[config.mk]
export PLATFORM = sky130hd
export DESIGN_NAME = regs_access_ctrl
export DESIGN_NICKNAME = d
export VERILOG_FILES = /design/src/rtl/regs_access_ctrl.sv
export SDC_FILE = /design/constraint.sdc
export NUM_CORES = 1
export LEC_CHECK = 0
export CAP_MARGIN = 20
export CORE_ASPECT_RATIO = 0.5
export CORE_UTILIZATION = 45
export DETAILED_ROUTE_END_ITERATION = 10
export PLACE_DENSITY_LB_ADDON = 0.08
export SYNTH_ARGS = -nofsm -noshare
export SYNTH_HDL_FRONTEND = slang
export SYNTH_SLANG_ARGS = --single-unit
[constraint.sdc]
create_clock -name clock -period 2.45 [get_ports clock]
set_input_delay 0.49 -clock clock [delete_from_list [all_inputs] [get_ports clock]]
set_output_delay 0.49 -clock clock [all_outputs]
set_load 0.02 [all_outputs]
[src/rtl/regs_access_ctrl.sv]
// Register-file initiator: decode -> READ (1 cycle) -> held operand bundle; 1-entry writeback buffer drained in WRITE_PHASE.
// Backpressure: inst_ready only in IDLE, bundle held until op_ready, wb_ready low while the buffer is full.
module regs_access_ctrl #(
    parameter int PHASES      = 10,
    parameter int WRITE_PHASE = 2
) (
    input  logic        clock,
    input  logic        reset,
    input  logic        inst_valid,
    output logic        inst_ready,
    input  logic [31:0] inst,
    input  logic        wb_valid,
    output logic        wb_ready,
    input  logic [4:0]  wb_rd,
    input  logic [31:0] wb_data,
    output logic        regWrite,
    output logic [4:0]  writeReg,
    output logic [31:0] writeData,
    output logic [4:0]  readReg1,
    output logic [4:0]  readReg2,
    input  logic [31:0] readData1,
    input  logic [31:0] readData2,
    output logic        op_valid,
    input  logic        op_ready,
    output logic [31:0] op_rs1_val,
    output logic [31:0] op_rs2_val,
    output logic [4:0]  op_rd,
    output logic [3:0]  phase
);

    typedef enum logic [1:0] {IDLE, READ, HOLD} state_t;

    localparam logic [3:0] LAST_PHASE = 4'(PHASES - 1);
    localparam logic [3:0] WR_PHASE   = 4'(WRITE_PHASE);

    state_t      state_q;
    state_t      state_d;
    logic [6:0]  opcode;
    logic [4:0]  dec_rs1;
    logic [4:0]  dec_rs2;
    logic [4:0]  dec_rd;
    logic        buf_vld;
    logic [4:0]  buf_rd;
    logic [31:0] buf_dat;
    logic        drain;
    logic        inst_acc;
    logic [31:0] sel1;
    logic [31:0] sel2;

    function automatic logic [31:0] pick(input logic [4:0] rs, input logic [31:0] file_val,
                                         input logic hit_vld, input logic [4:0] hit_rd,
                                         input logic [31:0] hit_dat);
        logic [31:0] v;
        if (rs == 5'd0)
            v = 32'd0;
        else if (hit_vld && (hit_rd == rs))
            v = hit_dat;
        else
            v = file_val;
        return v;
    endfunction

    always_comb begin
        opcode  = inst[6:0];
        dec_rs1 = inst[19:15];
        dec_rs2 = inst[24:20];
        dec_rd  = inst[11:7];
        case (opcode)
            7'b0110111, 7'b0010111, 7'b1101111: begin
                dec_rs1 = 5'd0;
                dec_rs2 = 5'd0;
            end
            7'b0010011, 7'b0000011, 7'b1100111: dec_rs2 = 5'd0;
            7'b1100011, 7'b0100011:             dec_rd  = 5'd0;
            default: ;
        endcase
    end

    always_ff @(posedge clock or negedge reset) begin
        if (!reset)
            state_q <= IDLE;
        else
            state_q <= state_d;
    end

    always_comb begin
        state_d    = state_q;
        inst_ready = 1'b0;
        op_valid   = 1'b0;
        case (state_q)
            IDLE: begin
                inst_ready = 1'b1;
                if (inst_valid)
                    state_d = READ;
            end
            READ: state_d = HOLD;
            HOLD: begin
                op_valid = 1'b1;
                if (op_ready)
                    state_d = IDLE;
            end
            default: state_d = IDLE;
        endcase
    end

    assign inst_acc = inst_valid && inst_ready;

    // A buffered write still counts as current in its drain cycle, so the
    // bypass also covers a READ that coincides with the drain.
    assign sel1 = pick(readReg1, readData1, buf_vld, buf_rd, buf_dat);
    assign sel2 = pick(readReg2, readData2, buf_vld, buf_rd, buf_dat);

    always_ff @(posedge clock or negedge reset) begin
        if (!reset) begin
            readReg1   <= 5'd0;
            readReg2   <= 5'd0;
            op_rd      <= 5'd0;
            op_rs1_val <= 32'd0;
            op_rs2_val <= 32'd0;
        end else begin
            if (inst_acc) begin
                readReg1 <= dec_rs1;
                readReg2 <= dec_rs2;
                op_rd    <= dec_rd;
            end
            if (state_q == READ) begin
                op_rs1_val <= sel1;
                op_rs2_val <= sel2;
            end
        end
    end

    always_ff @(posedge clock or negedge reset) begin
        if (!reset)
            phase <= 4'd0;
        else if (phase == LAST_PHASE)
            phase <= 4'd0;
        else
            phase <= phase + 4'd1;
    end

    assign drain    = buf_vld && (phase == WR_PHASE);
    assign wb_ready = !buf_vld;

    // Writes to x0 are accepted but never stored.
    always_ff @(posedge clock or negedge reset) begin
        if (!reset) begin
            buf_vld <= 1'b0;
            buf_rd  <= 5'd0;
            buf_dat <= 32'd0;
        end else if (drain) begin
            buf_vld <= 1'b0;
        end else if (wb_valid && wb_ready && (wb_rd != 5'd0)) begin
            buf_vld <= 1'b1;
            buf_rd  <= wb_rd;
            buf_dat <= wb_data;
        end
    end

    assign regWrite  = drain;
    assign writeReg  = buf_vld ? buf_rd  : 5'd0;
    assign writeData = buf_vld ? buf_dat : 32'd0;

endmodule

======== Word level (Yosys, flattened, before mapping) ========
Index checks and enable logic that the tools add are counted.
storage, ports and cells
  flip-flop bits (word level) ............. 123
  input bits .............................. 138
  output and inout bits ................... 124
  word-level logic and storage cells ...... 62
cells by class
  add/sub/neg operators ................... 1
  bitwise operators ....................... 1
  equality and inequality tests ........... 16
  mux-type cells .......................... 17
  reduce and logical (&&, ||, !) cells .... 17
operator list
  kind                                                             number
  32-bit 2-to-1 mux                                                5
  7-bit == test, second input constant                             3
  5-bit 2-to-1 mux                                                 4
  7-bit by 5-bit == test with 1-bit output, second input constant  2
  7-bit by 6-bit == test with 1-bit output, second input constant  2
  5-bit == test                                                    2
  5-bit zero test                                                  2
  7-bit by 2-bit == test with 1-bit output, second input constant  1
  1-bit logical AND                                                6
  2-bit one-hot mux with 3 select lines                            1
  6-bit OR reduction                                               1
  5-bit nonzero test                                               1
  4-bit by 1-bit adder with 4-bit output, second input constant    1
  4-bit by 2-bit == test with 1-bit output, second input constant  1
  4-bit == test, second input constant                             1
  1-bit 2-to-1 mux                                                 4
  2-bit 2-to-1 mux                                                 2
  4-bit 2-to-1 mux                                                 1
  2-bit inequality test, second input constant                     2
  2-bit AND reduction                                              2
  3-bit OR reduction                                               1
  2-bit by 1-bit == test with 1-bit output, second input constant  1
  2-bit == test, second input constant                             1
  2-bit zero test                                                  1
  4 further kinds                                                  4

======== Depth between registers and ports, before layout ========
Gate-level depths: netlist of run 1.
  word-level depth ........................ 5
  depth in mapped cells ................... 6
  gate-level depth less buffers ........... 5

======== Least setup slack after synthesis of run 1 ========
Ideal clock, no wire load.
  path type ............................... input port to flip-flop
  from .................................... input port wb_rd[0]
  to ...................................... register buf_dat[26]
  library setup time ...................... 0.127 ns
  data required time ...................... 2.323 ns
  path buffers ............................ 2
  data arrival time ....................... 1.766 ns
  stages .................................. 5
  setup slack ............................. 0.557 ns
  cells stage by stage .................... or4_1 o21ai_2 buf_6 buf_6 mux2_1
on the way
  word-level cells in the longest chain between the ends .. 3
ends and longest elaborated chain
  item                           RTL line  text
  start, declared                14        input logic [4:0] wb_rd,
  5-bit nonzero test             153       end else if (wb_valid && wb_ready && (wb_rd != 5'd0)) begin
  1-bit logical AND              153
  2-bit AND reduction (no line)  --
  end signal, assigned           156       buf_dat <= wb_data;
  end, declared                  44        logic [31:0] buf_dat;
Every way passes these cells.
A chain may end at the register's enable or synchronous reset.

======== Worst setup path in the final report of run 1 ========
  from .................................... register buf_vld
  to ...................................... output port wb_ready
on the way
  word-level cells in the longest chain between the ends .. 1
ends and longest elaborated chain
  item                    RTL line  text
  start, declared         42        logic buf_vld;
  start signal, assigned  148       buf_vld <= 1'b0;
  start signal, assigned  152       buf_vld <= 1'b0;
  start signal, assigned  154       buf_vld <= 1'b1;
  1-bit zero test         143       assign wb_ready = !buf_vld;
  end, declared           13        output logic wb_ready,
Every way passes these cells.

==> impl_metrics.json, run 1 <==
{
  "nets": 960,
  "ys_warn_count": 0,
  "ys_top_cells_by_count": "141 x nand2_1, 123 x dfrtp_1, 65 x nand4_1",
  "cp-start-kind": "flip-flop",
  "ys_seq_area_share_pct": 52.65,
  "clock-skew-final_ns": 0.01617,
  "period_minus_slack_ns": 2.380,
  "port_buffers": 251,
  "htree_num_levels": 4,
  "p_per_area_nw_per_um2": 1466,
  "p_total_mw": 13.47,
  "drc": 0,
  "rsz0062_at_grt": "no",
  "cts_tree": "yes",
  "yosysMostFrequentCell": "nand2_1",
  "leakage_nw": 3.728,
  "post-dp-hpwl_um": 12960,
  "dr.first_iter.drc_count": 525,
  "status": "complete, no violations",
  "grt_pass1_vias": 5394,
  "required_ns": 1.96,
  "async_reset_ff_share_pct": 100.0,
  "rrSetupSlack_ns": 0.57,
  "syn_avg_cell_area_um2": 10.06,
  "tns_ns": 0,
  "routed-via-count": 5545,
  "slew_viol_final": 0,
  "synth_area_leaders": "dfrtp_1 53%, nand2_1 9.1%, o211ai_1 8.2%",
  "overflow": 0,
  "cp.arrival_ns": 1.89,
  "dieWidth_um": 163.2,
  "ys_seq_elements": 123,
  "min_period_over_period_pct": 97.16,
  "cp_max_fo": 22,
  "ys_types": 35,
  "core_area_um2": 12230,
  "dr.pass1.iters": 6,
  "clock-sinks": 123,
  "worstSetupEndpointType": "output pin",
  "start_util_pct": 47.81,
  "path_clk_slew_ns": 0.06,
  "ant_nets": 0,
  "areaGrowthSynthToFinish_pct": 57.26,
  "insertedDiodeCount": 0,
  "die_area_um2": 13480,
  "ios": 262,
  "synth_area_um2": 5846,
  "gp_congestion": 0.8384,
  "hp-class": "in2async",
  "clock_latency_ns": 0.41,
  "syn-num-nets": 719,
  "grt_max_degree": 66,
  "worst_slew_pin_slew_ns": 0.7434,
  "rows": 28,
  "synth_edf_count": 0,
  "n_fill_cell": 909,
  "r2r-start": "buf_vld",
  "synth_flop_cell": "dfrtp_1",
  "antenna_found_initial": 0,
  "routed_via_density": 5.545,
  "timing.rr.end": "op_rs2_val[4]",
  "clock.fmax_mhz": 420.1,
  "wire_per_inst_um": 18.75,
  "drive_gt1_share_pct": 8.982,
  "hold_viol": 0,
  "grt_pass1_wl_um": 28820,
  "fp.dieH_um": 82.59,
  "clock_path_buffers": 2,
  "synth_top_area_cell": "dfrtp_1",
  "worst-setup-path-type": "reg2out",
  "track_usage_pct": 28.50,
  "reg2regPathDepth": 6,
  "yosys.area.top_type_share_pct": 52.65,
  "wl_um": 18750,
  "drv_cap": 0,
  "setup_viol": 0,
  "ir_drop_mv": 0.7884,
  "syn_inst": 581,
  "cts_made_buffers": 17,
  "postCtsSetupBuffers": 0,
  "relSlewSlack_pct": 50.44,
  "cts-root-buf": "clkbuf_16"
}
==> flip-flops by register name, indices dropped and copies added (netlist names) <==
signal	count
buf_dat	32
buf_rd	5
buf_vld	1
op_rd	5
op_rs1_val	32
op_rs2_val	32
phase	4
readReg1	5
readReg2	5
state_q	2
==> per-layer routing <==
layer / global-route usage, % / vias to the layer above / part of all wire (%)
met2: 45.68 / 261 / 46
met4: 10.93 / 0 / 1.7
met5: 0 / - / 0
li1: - / 2570 / -
met3: 7.742 / 28 / 8.5
met1: 37.28 / 2686 / 43
==> per-stage QoR <==
stage	hold WS, ns	cells	util [%]	setup slack (ns)	area (um2)
floorplan	0.1944	581	-	0.5570	5846
global placement	0.4781	968	70.13	0.08887	8574
detailed placement	0.4860	968	70.13	0.06619	8574
CTS	0.05493	1000	75.18	0.07038	9193
global route	0.07904	1000	75.18	0.03381	9193
finish	0.04698	1000	75.18	0.06960	9193
==> cell families (layout without fill, tap and decap cells) <==
logic type	after synthesis	count (layout)	synth area share, %
AOI/OAI and AO/OA	92	92	12.03
buffers and inverters	53	307	4.217
muxes	34	34	6.528
and+or+nand+nor	268	268	22.92
xor gates and xnor gates	11	11	1.648
DFF	123	123	52.65
==> where the power goes <==
group	internal (mW)	switching (mW)	total, mW
Combinational	3.14	3.87	7.01
Sequential	2.99	0.808	3.80
Clock	1.73	0.930	2.66
==> repair_timing <==
action / CTS / global route
resized for setup: 1 / 0
endpoints found under the setup margin: 1 / 0
hold buffers: 0 / 0
==> layout make-up <==
class                   instances  area (um2)  share of cell area, %
well taps                     165       206.4                  2.246
multi-input cells             405        2556                  27.81
clock inverters                11       168.9                  1.837
repair buffers                270        2714                  29.52
flip-flops and latches        123        3078                  33.48
clock buffers                  21       450.4                  4.900
inverters                       5       18.77                 0.2042
==> cell usage in the layout, fill, tap and decap left out, types with 4 or more instances in the layout <==
master	n
xor2_1	10
o211ai_1	64
nand4_1	65
bufinv_16	4
mux2_1	15
buf_12	5
inv_1	5
mux2_2	18
and2_1	39
nand2_1	141
clkdlybuf4s50_1	249
dfrtp_1	123
buf_4	15
nor2_1	4
a22o_1	18
clkbuf_16	17
==> how the worst max path moves through the flow <==
| stage | startpoint | endpoint | slack [ns] | cells after the start |
|---|---|---|---|---|
| 3_3_place_gp | wb_rd[0] | buf_dat[12] | 0.09 | 5 |
| 4_1_cts | buf_vld | wb_ready | 0.07 | 3 |
| 5_1_grt | buf_vld | wb_ready | 0.03 | 3 |
| 6_report | buf_vld | wb_ready | 0.07 | 3 |
| 3_5_place_dp | wb_rd[0] | buf_dat[10] | 0.07 | 5 |
| 2_1_floorplan | wb_rd[0] | buf_dat[26] | 0.56 | 5 |
==> worst max-delay path, cell delays in order, from the launching register on <==
cell and delay (ns):
dfrtp_1 0.40, buf_4 0.21, inv_1 0.20, clkdlybuf4s50_1 0.67
Note: power is estimated with default switching activity, not from simulation.
==> run 2: changes to the inputs <==
--- a/config.mk
+++ b/config.mk
@@ -7,7 +7,7 @@
 export LEC_CHECK = 0
 export CAP_MARGIN = 20
 export CORE_ASPECT_RATIO = 0.5
-export CORE_UTILIZATION = 45
+export CORE_UTILIZATION = 42
 export DETAILED_ROUTE_END_ITERATION = 10
 export PLACE_DENSITY_LB_ADDON = 0.08
 export SYNTH_ARGS = -nofsm -noshare
==> constraint.sdc (replaced) <==
create_clock -name clock -period 2.7 [get_ports clock]
set_input_delay 0.54 -clock clock [delete_from_list [all_inputs] [get_ports clock]]
set_output_delay 0.54 -clock clock [all_outputs]
set_load 0.02 [all_outputs]
==> run 2 against run 1 <==
Final area rose by 1.0%; core utilization fell by 6.7 points; sequential power fell by 10%; hold slack improved by 0.025 ns; highest routed layer unchanged; via count fell by 1.7%; clock power fell by 2%; clock skew fell by 0.0068 ns; combinational power fell by 8.7%; routed wire length fell by 1.3%; register-to-register slack improved by 0.04 ns; first-iteration DRC count fell by 17%; worst setup slack improved by 0.18 ns.
==> impl_metrics.json, run 2 (synthesis results as in run 1) <==
{
  "status": "complete, no violations",
  "path_cells": "buf_4 -> inv_1 -> clkdlybuf4s50_1",
  "drive_gt1_share_pct": 9.233,
  "period_minus_slack_ns": 2.449,
  "core_area_um2": 13550,
  "rsz0062_at_grt": "no",
  "min_period_over_period_pct": 90.72,
  "worstSetupEndpointType": "output pin",
  "layout_common_cells": "249 x clkdlybuf4s50_1, 141 x nand2_1, 123 x dfrtp_1",
  "drv_cap": 0,
  "routed-via-count": 5448,
  "clock-sinks": 123,
  "rows": 30,
  "clock-skew-final_ns": 0.009381,
  "rrSetupSlack_ns": 0.61,
  "cp.arrival_ns": 1.91,
  "ir_drop_mv": 0.5506,
  "dpl_cell_area_um2": 8606,
  "cp-start-kind": "flip-flop",
  "insertedDiodeCount": 0,
  "drc": 0,
  "post-route-cell-area_um2": 9286,
  "post-dp-hpwl_um": 12690,
  "leakage_nw": 3.766,
  "areaGrowthSynthToFinish_pct": 58.86,
  "p_per_area_nw_per_um2": 1337,
  "overflow": 0,
  "required_ns": 2.16,
  "worst_slew_pin_slew_ns": 0.6372,
  "fin_cells": 1026,
  "n_fill_cell": 1080,
  "cpPeakStageDelay_ns": 0.68,
  "tns_ns": 0,
  "cts-root-buf": "clkbuf_16",
  "r2r-start": "buf_rd[2]",
  "routed_via_density": 5.310,
  "dieWidth_um": 168.8,
  "cts_made_buffers": 17,
  "relSlewSlack_pct": 57.52,
  "gp_congestion": 0.8313,
  "worst-setup-path-type": "reg2out",
  "dr.pass1.iters": 4,
  "track_usage_pct": 26.55,
  "timing.rr.end": "op_rs2_val[18]",
  "start_util_pct": 43.14,
  "grt_max_degree": 65,
  "port_buffers": 251,
  "ant_nets": 0,
  "cts_tree": "yes",
  "cp_max_fo": 23,
  "clock.fmax_mhz": 408.3,
  "hold_viol": 0,
  "antenna_found_initial": 0,
  "multiInputGateArea_um2": 2561,
  "setup_viol": 0,
  "placedCellCount": 994,
  "die_area_um2": 14420,
  "postCtsSetupBuffers": 0,
  "htree_num_levels": 4,
  "hp-class": "in2async",
  "reg_top3": "buf_dat: 32 flops, op_rs1_val: 32 flops, op_rs2_val: 32 flops",
  "grt_pass1_wl_um": 29370,
  "path_clk_slew_ns": 0.06,
  "clock_path_buffers": 2,
  "nets": 959,
  "grt_pass1_vias": 5341,
  "ios": 262,
  "fp.dieH_um": 85.42,
  "reg2regPathDepth": 6,
  "slew_viol_final": 0,
  "seq_area_um2": 3078,
  "final_common_cell": "clkdlybuf4s50_1",
  "clock_latency_ns": 0.41,
  "wire_per_inst_um": 18.03,
  "hold_slack_ns": 0.07186,
  "dr.first_iter.drc_count": 438,
  "final_core_util_pct": 68.53,
  "wl_um": 18500,
  "slowest_stage": "clkdlybuf4s50_1"
}
[run 2: cell count changes in the layout (fill, tap and decap cells not counted), sizes merged]
cell          change
buf               -1
bufinv            +1
clkbuf            -1
clkinvlp          -1
dlygate4sd2       -1
dlymetal6s2s      +1
inv               +1
[run 2: layout make-up]
cell class | instances | share of cell area (%)
Tap cell | 192 | 2.587
Inverter | 5 | 0.2021
Clock inverter | 12 | 2.277
Clock buffer | 20 | 5.026
Multi-Input combinational cell | 405 | 27.58
Timing Repair Buffer | 269 | 29.18
Sequential cell | 123 | 33.14
[run 2: how the worst max path moves through the flow]
stage | from | end | slack (ns)
2_1_floorplan | wb_rd[0] | buf_dat[26] | 0.76
6_report | buf_vld | wb_ready | 0.25
3_5_place_dp | wb_rd[0] | buf_dat[13] | 0.27
5_1_grt | buf_vld | wb_ready | 0.17
3_3_place_gp | wb_rd[0] | buf_dat[14] | 0.28
4_1_cts | phase[0] | regWrite | 0.08
[run 2: timing repair]
action / 4_1_cts / 5_1_grt
endpoints found under the setup margin: 0 / 1
gates resized for setup: 0 / 1
hold buffers: 0 / 0
[run 2: power by group]
group	leakage [nW]	internal, mW	switching (mW)	total [mW]
logic	1.93	2.86	3.54	6.40
clock network	0.331	1.73	0.872	2.60
registers	1.50	2.72	0.706	3.42
[run 2: per-layer routing]
metal | track usage, % | routed length [um] | up-vias
met5 | 0 | 0 | -
met3 | 7.043 | 1549 | 9
met1 | 37.26 | 8459 | 2667
met2 | 40.68 | 8363 | 205
met4 | 7.107 | 123 | 0
li1 | - | - | 2567
[run 2: critical path, delay by kind of cell (launching register included)]
kind	cells	cell delay (ns)
buffers and inverters	3	1.11
flip-flops	1	0.40
[run 2: through the flow]
stage / setup WS (ns) / power [mW]
floorplan: 0.7570 / 6.806
global placement: 0.2800 / 9.739
detailed placement: 0.2731 / 9.839
CTS: 0.08286 / 12.49
global route: 0.1706 / 13.10
finish: 0.2506 / 12.42
